===== config.mk =====
export PLATFORM = sky130hd
export DESIGN_NAME = instruction_fetch
export DESIGN_NICKNAME = d
export VERILOG_FILES = /design/src/rtl/instruction_fetch.sv
export SDC_FILE = /design/constraint.sdc
export NUM_CORES = 1
export LEC_CHECK = 0
export CAP_MARGIN = 20
export CORE_MARGIN = 5
export CORE_UTILIZATION = 53
export DETAILED_ROUTE_END_ITERATION = 10
export PLACE_DENSITY = 0.92
export RECOVER_POWER = 50
export SKIP_LAST_GASP = 1
export SLEW_MARGIN = 40
export SYNTH_ARGS = -nofsm -noshare
export SYNTH_HDL_FRONTEND = slang
export SYNTH_SLANG_ARGS = --single-unit
export TNS_END_PERCENT = 10

===== constraint.sdc =====
create_clock -name Clk_i -period 8.1 [get_ports Clk_i]
set_clock_uncertainty 0.1 [all_clocks]
set_input_delay 1.215 -clock Clk_i [delete_from_list [all_inputs] [get_ports Clk_i]]
set_output_delay 1.215 -clock Clk_i [all_outputs]
set_load 0.02 [all_outputs]

===== src/rtl/instruction_fetch.sv =====
// -----------------------------------------------------------------------------
// instruction_fetch
// Fetch stage plus IF/ID pipeline register of the RV32I core.
// Keeps the PC, issues one word request at a time to instruction memory over
// a req/ack handshake, and registers each fetched word together with its PC.
// A one-entry buffer absorbs a response that arrives while decode is stalled.
// A redirect flushes IF/ID and refetches from the (word-aligned) target; a
// request that is still outstanding at that point is completed and dropped.
//
// Ports:
//   Clk_i          clock, rising edge
//   Reset_i        asynchronous reset, active high
//   IMemReq_o      fetch request (high in FETCH and DISCARD)
//   IMemAddr_o     fetch address, word aligned, stable until IMemAck_i
//   IMemAck_i      memory response valid, completes the request
//   IMemData_i     instruction word, valid with IMemAck_i
//   Stall_i        decode cannot accept, IF/ID holds
//   Redirect_i     taken branch/jump, flush and refetch
//   RedirectPc_i   redirect target PC
//   Instruction_o  IF/ID instruction (NOP_INSTR when invalid)
//   Pc_o           PC of Instruction_o
//   InstrValid_o   Instruction_o holds a real instruction
// -----------------------------------------------------------------------------
module instruction_fetch #(
  parameter int unsigned           WIDTH_DATA = 32,
  parameter logic [WIDTH_DATA-1:0] RESET_PC   = 32'h0000_0000,
  parameter logic [WIDTH_DATA-1:0] NOP_INSTR  = 32'h0000_0013
) (
  input  logic                  Clk_i,
  input  logic                  Reset_i,
  output logic                  IMemReq_o,
  output logic [WIDTH_DATA-1:0] IMemAddr_o,
  input  logic                  IMemAck_i,
  input  logic [WIDTH_DATA-1:0] IMemData_i,
  input  logic                  Stall_i,
  input  logic                  Redirect_i,
  input  logic [WIDTH_DATA-1:0] RedirectPc_i,
  output logic [WIDTH_DATA-1:0] Instruction_o,
  output logic [WIDTH_DATA-1:0] Pc_o,
  output logic                  InstrValid_o
);

  localparam logic [1:0] ST_IDLE     = 2'd0;
  localparam logic [1:0] ST_FETCH    = 2'd1;
  localparam logic [1:0] ST_WAIT_OUT = 2'd2;
  localparam logic [1:0] ST_DISCARD  = 2'd3;

  localparam logic [WIDTH_DATA-1:0] PC_STEP = WIDTH_DATA'(3'd4);
  localparam logic [WIDTH_DATA-1:0] ZERO_W  = {WIDTH_DATA{1'b0}};

  logic [1:0]            state_q, state_d;
  logic [WIDTH_DATA-1:0] pc_q, pc_d;
  logic [WIDTH_DATA-1:0] addr_q, addr_d;
  logic                  req_q, req_d;
  logic [WIDTH_DATA-1:0] buf_instr_q, buf_instr_d;
  logic [WIDTH_DATA-1:0] buf_pc_q, buf_pc_d;
  logic [WIDTH_DATA-1:0] instr_q, instr_d;
  logic [WIDTH_DATA-1:0] pc_out_q, pc_out_d;
  logic                  valid_q, valid_d;

  logic                  load_s;
  logic [WIDTH_DATA-1:0] load_instr_s;
  logic [WIDTH_DATA-1:0] load_pc_s;
  logic                  ifid_free_s;
  logic [WIDTH_DATA-1:0] redirect_pc_s;
  logic                  unused_redirect_s;

  // Targets are forced onto a word boundary; the low bits are ignored.
  assign redirect_pc_s     = {RedirectPc_i[WIDTH_DATA-1:2], 2'b00};
  assign unused_redirect_s = ^RedirectPc_i[1:0];

  // IF/ID can take a new word if it is empty or decode is consuming it now.
  assign ifid_free_s = (!valid_q) || (!Stall_i);

  // Next-state logic for the fetch FSM, PC, buffer and IF/ID register.
  always_comb begin
    state_d      = state_q;
    pc_d         = pc_q;
    buf_instr_d  = buf_instr_q;
    buf_pc_d     = buf_pc_q;
    load_s       = 1'b0;
    load_instr_s = IMemData_i;
    load_pc_s    = pc_q;

    if (Redirect_i) begin
      pc_d = redirect_pc_s;
      case (state_q)
        ST_IDLE:     state_d = ST_FETCH;
        // Without an ack the old request is still in flight and must be
        // completed before the new address can be presented.
        ST_FETCH:    state_d = IMemAck_i ? ST_FETCH : ST_DISCARD;
        ST_WAIT_OUT: state_d = ST_FETCH;
        ST_DISCARD:  state_d = ST_DISCARD;
        default:     state_d = ST_IDLE;
      endcase
    end else begin
      case (state_q)
        ST_IDLE: begin
          state_d = ST_FETCH;
        end
        ST_FETCH: begin
          if (IMemAck_i) begin
            if (ifid_free_s) begin
              load_s       = 1'b1;
              load_instr_s = IMemData_i;
              load_pc_s    = pc_q;
              pc_d         = pc_q + PC_STEP;
            end else begin
              buf_instr_d = IMemData_i;
              buf_pc_d    = pc_q;
              state_d     = ST_WAIT_OUT;
            end
          end else begin
            state_d = ST_FETCH;
          end
        end
        ST_WAIT_OUT: begin
          if (!Stall_i) begin
            load_s       = 1'b1;
            load_instr_s = buf_instr_q;
            load_pc_s    = buf_pc_q;
            pc_d         = pc_q + PC_STEP;
            state_d      = ST_FETCH;
          end else begin
            state_d = ST_WAIT_OUT;
          end
        end
        ST_DISCARD: begin
          if (IMemAck_i) begin
            state_d = ST_FETCH;
          end else begin
            state_d = ST_DISCARD;
          end
        end
        default: begin
          state_d = ST_IDLE;
        end
      endcase
    end

    // The address register follows the PC whenever a fresh fetch starts and
    // otherwise holds, which keeps it stable across an outstanding request.
    if (state_d == ST_FETCH) begin
      addr_d = pc_d;
    end else begin
      addr_d = addr_q;
    end
    req_d = (state_d == ST_FETCH) || (state_d == ST_DISCARD);

    // IF/ID: flush beats load beats hold; otherwise drain to a bubble.
    if (Redirect_i) begin
      instr_d  = NOP_INSTR;
      pc_out_d = pc_out_q;
      valid_d  = 1'b0;
    end else if (load_s) begin
      instr_d  = load_instr_s;
      pc_out_d = load_pc_s;
      valid_d  = 1'b1;
    end else if (Stall_i && valid_q) begin
      instr_d  = instr_q;
      pc_out_d = pc_out_q;
      valid_d  = valid_q;
    end else begin
      instr_d  = NOP_INSTR;
      pc_out_d = pc_out_q;
      valid_d  = 1'b0;
    end
  end

  // State, PC, memory interface, buffer and IF/ID registers.
  always_ff @(posedge Clk_i or posedge Reset_i) begin
    if (Reset_i) begin
      state_q     <= ST_IDLE;
      pc_q        <= RESET_PC;
      addr_q      <= RESET_PC;
      req_q       <= 1'b0;
      buf_instr_q <= NOP_INSTR;
      buf_pc_q    <= ZERO_W;
      instr_q     <= NOP_INSTR;
      pc_out_q    <= ZERO_W;
      valid_q     <= 1'b0;
    end else begin
      state_q     <= state_d;
      pc_q        <= pc_d;
      addr_q      <= addr_d;
      req_q       <= req_d;
      buf_instr_q <= buf_instr_d;
      buf_pc_q    <= buf_pc_d;
      instr_q     <= instr_d;
      pc_out_q    <= pc_out_d;
      valid_q     <= valid_d;
    end
  end

  assign IMemReq_o     = req_q;
  assign IMemAddr_o    = addr_q;
  assign Instruction_o = instr_q;
  assign Pc_o          = pc_out_q;
  assign InstrValid_o  = valid_q;

endmodule


==> results_dict.tcl, run 1 <==
set metrics [dict create \
    most-common-layout-cells "dfrtp_1, nand2_1, clkdlybuf4s50_1, mux2_2, o21ai_0" \
    numCtsBuffers 17 \
    rows 47 \
    fmaxAchievable_mhz 171 \
    synth_top_area_share_pct 53.0 \
    via_per_inst 5.97 \
    syn-num-nets 914 \
    worstMarginPinSlew_ns 4.87 \
    netlist_instances 840 \
    status "finished with violations" \
    place.gp.congestion 0.929 \
    cp.arrival_ns 6.06 \
    fin_crit_ns 5.84 \
    syn_area_per_cell_sq_um 10.7 \
    syn_area_sq_um 8970 \
    clockBufferDepth 2 \
    ys_seq_area_share_pct 54.7 \
    grt_pass1_wl_mm 38.7 \
    start_util_pct 54.1 \
    synthSimpleGateAreaFrac_pct 13.2 \
    combPwrFrac_pct 39.2 \
    synth_area_leaders "dfrtp_1, mux2_2, nand2_1, mux2i_1, o21ai_0" \
    report.final.slew_viol_count 162 \
    area_growth_pct 27.0 \
    final.period_utilization_pct 72.0 \
    insertion_delay_ns 0.44 \
    ir_drop_mv 0.245 \
    die_area_sq_um 19600 \
    synth_compound_area_share_pct 12.5 \
    final_common_cell "dfrtp_1" \
    grt_max_degree 115 \
    multi_input_area_sq_um 3810 \
    slew_headroom_pct -227 \
    clock_sinks 196 \
    synthAdderAreaFrac_pct 0.697 \
    synth_flop_cell "dfrtp_1" \
    switching_share_pct 37.7 \
    vias 7202 \
    antenna_found_initial 2 \
    post-cts-setup-buffers 0 \
    required_ns 8.32 \
    tns_ns 0 \
    finalSetupViolCount 0 \
    htree_num_levels 4 \
    nets 1047 \
    drt-initial-drc-count 874 \
    cts.clk_slew.worst_paths_ns 0.07 \
    routedWlPerCell_um 19.8 \
    powerDensity_nw_per_um2 359 \
    leakage_uw 0.00482 \
    violations "max-capacitance violations, max-slew violations" \
    layout-drive-gt1-share_pct 16.1 \
    path_class "input port to flip-flop" \
    synth_top_cell_by_area "dfrtp_1" \
    fillers 1148 \
    ys_warn_count 0 \
    cp-end-kind "flip-flop" \
    post-route-util_pct 68.7 \
    ctsResizeCount 0 \
    first_pass_iters 5 \
    synth-xor-area-share_pct 0.0976 \
    switching_power_uw 1540 \
    io_pins 167 \
    min_path_type "flip-flop to flip-flop" \
    drv_cap 2 \
    cts_tree "yes" \
    drc 0 \
    cts-root-buf "clkbuf_16" \
    seq_power_share_pct 39.2 \
    placeableCoreArea_sq_um 16600 \
    ys_ff_latch 196 \
    clock_power_share_pct 21.5 \
    worst_hold_slack_ns 0.374 \
    hold_viol_final 0 \
    start_kind "input port" \
    routed_wl_mm 23.9 \
    io_buffers 164 \
    dieHeight_um 140 \
    gr-total-overflow 0 \
    grt_usage_pct 24.8 \
    hpwlAfterDp_mm 16.1 \
    async_flop_share_pct 100 \
    p_int_uw 2550 \
    synth_top_family_by_area "multiplexers" \
    synth_cell_types 61 \
    register_area_sq_um 4910 \
    ctsHoldBuffers 0 \
    placed_cell_area_sq_um 10800 \
    ant_nets 0 \
    final_area_sq_um 11400 \
    die_w_um 140 \
    path_max_fanout 64 \
    synth_edf_count 0 \
    grt_pass1_vias 7261 \
    rsz0062_at_grt "no" \
    synth_mux_area_share_pct 15.5 \
]
==> cell type report <==
| type | count | share of cell area (%) |
|---|---|---|
| multi-input combinational | 569 | 33.4 |
| clock inverter | 14 | 1.56 |
| inverter | 15 | 0.505 |
| antenna | 1 | 0.0220 |
| clock buffer | 18 | 3.85 |
| timing repair buffer | 174 | 15.1 |
| sequential | 196 | 43.1 |
| tap | 220 | 2.42 |
==> layer usage <==
layer	part of all wire, %	vias to the layer above	global-route usage [%]
met5	0.042	-	0
met4	3.4	2	9.99
met3	8.5	66	7.12
met2	48	321	38.7
met1	40	3543	32.8
li1	-	3270	-
==> sequential cells by signal, indices dropped and copies added, names as in the netlist <==
register and flops:
IMemAddr_o 32, Instruction_o 32, Pc_o 32, buf_instr_q 32
buf_pc_q 32, pc_q 32, state_q 2, IMemReq_o 1
InstrValid_o 1
==> metrics by stage <==
step,setup WS (ns),power (uW),std cells
floorplan,1.45,2540,840
global placement,3.63,3150,1174
detailed placement,3.55,3220,1174
CTS,4.00,4120,1206
global route,1.97,4310,1207
finish,2.26,4090,1207
==> synth_stat cells (3+ instances only) <==
master     number
dfrtp_1       190
nand2_1       136
mux2_2         95
o21ai_0        57
nor2_1         56
clkbuf_1       45
a31oi_1        39
mux2i_1        31
a21oi_1        24
inv_1          14
nor4_1         11
buf_1          10
nand4_1         8
nand3_1         7
nor3_1          7
o211ai_1        7
dfstp_2         6
nor2b_1         6
o21a_1          6
a21o_1          5
a2bb2oi_1       5
and4_1          5
ha_1            5
or4_1           5
buf_2           4
o311ai_0        4
o31ai_1         4
nand2b_1        3
==> final timing paths <==
kind | startpoint | to | slack [ns] | cells after the start
worst min register to register | Instruction_o[25]$_DFFE_PP0P_ | Instruction_o[25]$_DFFE_PP0P_ | 0.37 | 2
worst min-delay path | Instruction_o[25]$_DFFE_PP0P_ | Instruction_o[25]$_DFFE_PP0P_ | 0.37 | 2
worst max register to register | state_q[1]$_DFF_PP0_ | IMemAddr_o[16]$_DFFE_PP0N_ | 4.88 | 8
min in group asynchronous | Reset_i | IMemAddr_o[26]$_DFFE_PP0N_ | 2.59 | 2
worst max-delay path | Redirect_i | buf_pc_q[0]$_DFFE_PP0P_ | 2.26 | 7
max in group asynchronous | Reset_i | Pc_o[26]$_DFFE_PP0P_ | 3.00 | 3
==> worst max-delay path: stages <==
cell and delay, ns:
dlygate4sd3_1 0.54, clkbuf_1 1.50, clkinv_1 1.43, nand3_1 0.60
nor2_4 0.07, buf_6 0.29, mux2_2 0.36
==> power groups by stage <==
stage	registers (uW)	clock network, uW	logic (uW)
after CTS	1600	891	1630
after floorplan	1730	0	814
final	1600	880	1600
after detailed placement	1610	0	1610
after global routing	1650	937	1730
after global placement	1580	0	1570
==> kinds of logic (layout without fill, tap and decap cells) <==
kind of cell	Yosys count	after routing
AND/OR/NAND/NOR	259	259
flip-flops	196	196
AO/OA/AOI/OAI	177	177
multiplexers	127	127
buffers and inverters	75	221
adder cells (fa/ha/maj)	5	5
XOR/XNOR	1	1
other	0	1
No activity file was read; power rests on OpenSTA's default activity.
==> run 2: changes to the inputs <==
--- a/config.mk
+++ b/config.mk
@@ -7,9 +7,9 @@
 export LEC_CHECK = 0
 export CAP_MARGIN = 20
 export CORE_MARGIN = 5
-export CORE_UTILIZATION = 53
+export CORE_UTILIZATION = 47
 export DETAILED_ROUTE_END_ITERATION = 10
-export PLACE_DENSITY = 0.92
+export PLACE_DENSITY = 0.87
 export RECOVER_POWER = 50
 export SKIP_LAST_GASP = 1
 export SLEW_MARGIN = 40
==> constraint.sdc (replaced) <==
create_clock -name Clk_i -period 5.08 [get_ports Clk_i]
set_clock_uncertainty 0.1 [all_clocks]
set_input_delay 0.762 -clock Clk_i [delete_from_list [all_inputs] [get_ports Clk_i]]
set_output_delay 0.762 -clock Clk_i [all_outputs]
set_load 0.02 [all_outputs]
==> results_dict.tcl, run 2 (synthesized netlist as in run 1, its figures left out) <==
set metrics [dict create \
    placeableCoreArea_sq_um 18800 \
    place.gp.congestion 0.917 \
    grt_usage_pct 21.4 \
    ctsResizeCount 0 \
    gr-total-overflow 0 \
    area_growth_pct 27.7 \
    cts_tree "yes" \
    hold_viol_final 0 \
    clockBufferDepth 2 \
    routedWlPerCell_um 19.1 \
    report.final.slew_viol_count 96 \
    grt_max_degree 96 \
    nets 1051 \
    powerDensity_nw_per_um2 570 \
    rsz0062_at_grt "no" \
    layout-drive-gt1-share_pct 16.5 \
    insertion_delay_ns 0.43 \
    dpl.cell_count 1192 \
    tns_ns 0 \
    path_class "input port to asynchronous set/reset pin" \
    total_power_uw 6530 \
    ant_nets 0 \
    cts.clk_slew.worst_paths_ns 0.07 \
    drc 0 \
    ctsHoldBuffers 0 \
    finalNonFillerCells 1226 \
    drt-initial-drc-count 740 \
    ir_drop_mv 0.353 \
    final.period_utilization_pct 65.3 \
    finalSetupViolCount 0 \
    min_path_type "flip-flop to flip-flop" \
    drv_cap 1 \
    antenna_found_initial 0 \
    grt_pass1_wl_mm 37.5 \
    rows 50 \
    post-cts-setup-buffers 0 \
    io_buffers 164 \
    io_pins 167 \
    most-common-layout-cells "dfrtp_1, nand2_1, clkdlybuf4s50_1, mux2_2, o21ai_0" \
    cp-end-kind "asynchronous set/reset pin" \
    hpwlAfterDp_mm 15.9 \
    violations "max-capacitance violations, max-slew violations" \
    die_area_sq_um 22000 \
    cts-root-buf "clkbuf_16" \
    routed_wl_mm 23.4 \
    dieHeight_um 148 \
    numCtsBuffers 17 \
    fillers 1444 \
    clock_sinks 196 \
    cp.arrival_ns 3.28 \
    start_kind "input port" \
    fmaxAchievable_mhz 301 \
    htree_num_levels 4 \
    path_max_fanout 95 \
    vias 7139 \
    via_per_inst 5.82 \
    final_common_cell "dfrtp_1" \
    grt_pass1_vias 7061 \
    worstMarginPinSlew_ns 2.30 \
    start_util_pct 47.8 \
    status "finished with violations" \
    die_w_um 148 \
    first_pass_iters 6 \
    slew_headroom_pct -53.2 \
    leakage_uw 0.00486 \
    required_ns 5.04 \
    fin_crit_ns 3.32 \
]
[run 2: cell count changes in the layout (fill, tap and decap cells not counted), moves of 2 or more]
cell	before	now
clkinvlp_4	3	1
inv_6	2	4
inv_8	1	3
buf_4	6	9
[run 2: layout make-up]
class	count	area [sq um]	area share, %
Tap cell	234	293	2.55
Clock inverter	14	189	1.65
Clock buffer	18	439	3.83
Multi-Input combinational cell	569	3810	33.3
Antenna cell	2	5.00	0.0437
Sequential cell	196	4910	42.9
Inverter	15	57.6	0.502
Timing Repair Buffer	178	1750	15.3
[run 2: layer usage]
layer  track usage, %  wire length, um
met5                0                0
met4             8.18              717
met3             4.60             1870
met2             33.2            10900
met1             29.8             9970
[run 2: final timing paths]
path | from | endpoint | slack [ns] | cells past startpoint
max in group Clk_i | Stall_i | IMemAddr_o[15]$_DFFE_PP0N_ | 1.98 | 7
min reg2reg | Instruction_o[16]$_DFFE_PP0P_ | Instruction_o[16]$_DFFE_PP0P_ | 0.37 | 2
min | Instruction_o[16]$_DFFE_PP0P_ | Instruction_o[16]$_DFFE_PP0P_ | 0.37 | 2
max reg2reg | pc_q[2]$_DFF_PP0_ | IMemAddr_o[30]$_DFFE_PP0N_ | 1.98 | 7
max | Reset_i | IMemAddr_o[11]$_DFFE_PP0N_ | 1.76 | 3
min in group asynchronous | Reset_i | buf_instr_q[16]$_DFFE_PP0P_ | 0.63 | 2
[run 2: critical path, stage by stage]
cell	delay (ns)
dlygate4sd3_1	0.55
clkinvlp_2	0.24
clkbuf_2	1.69
[run 2: metrics by stage]
stage / utilization, % / cell area (sq um) / hold WS [ns] / setup slack [ns]
global placement: 57.6 / 10800 / 0.362 / 1.42
global route: 61.0 / 11500 / 0.408 / 1.18
floorplan: - / 8980 / 0.364 / 1.69
detailed placement: 58.0 / 10900 / 0.368 / 1.69
finish: 61.1 / 11500 / 0.373 / 1.76
CTS: 61.3 / 11500 / 0.387 / 1.99
[run 2: where the power goes]
group	total [uW]	switching (uW)	leakage, uW	internal [uW]
logic	2550	1380	0.00209	1170
registers	2550	444	0.00246	2100
clock network	1440	633	0.000308	806
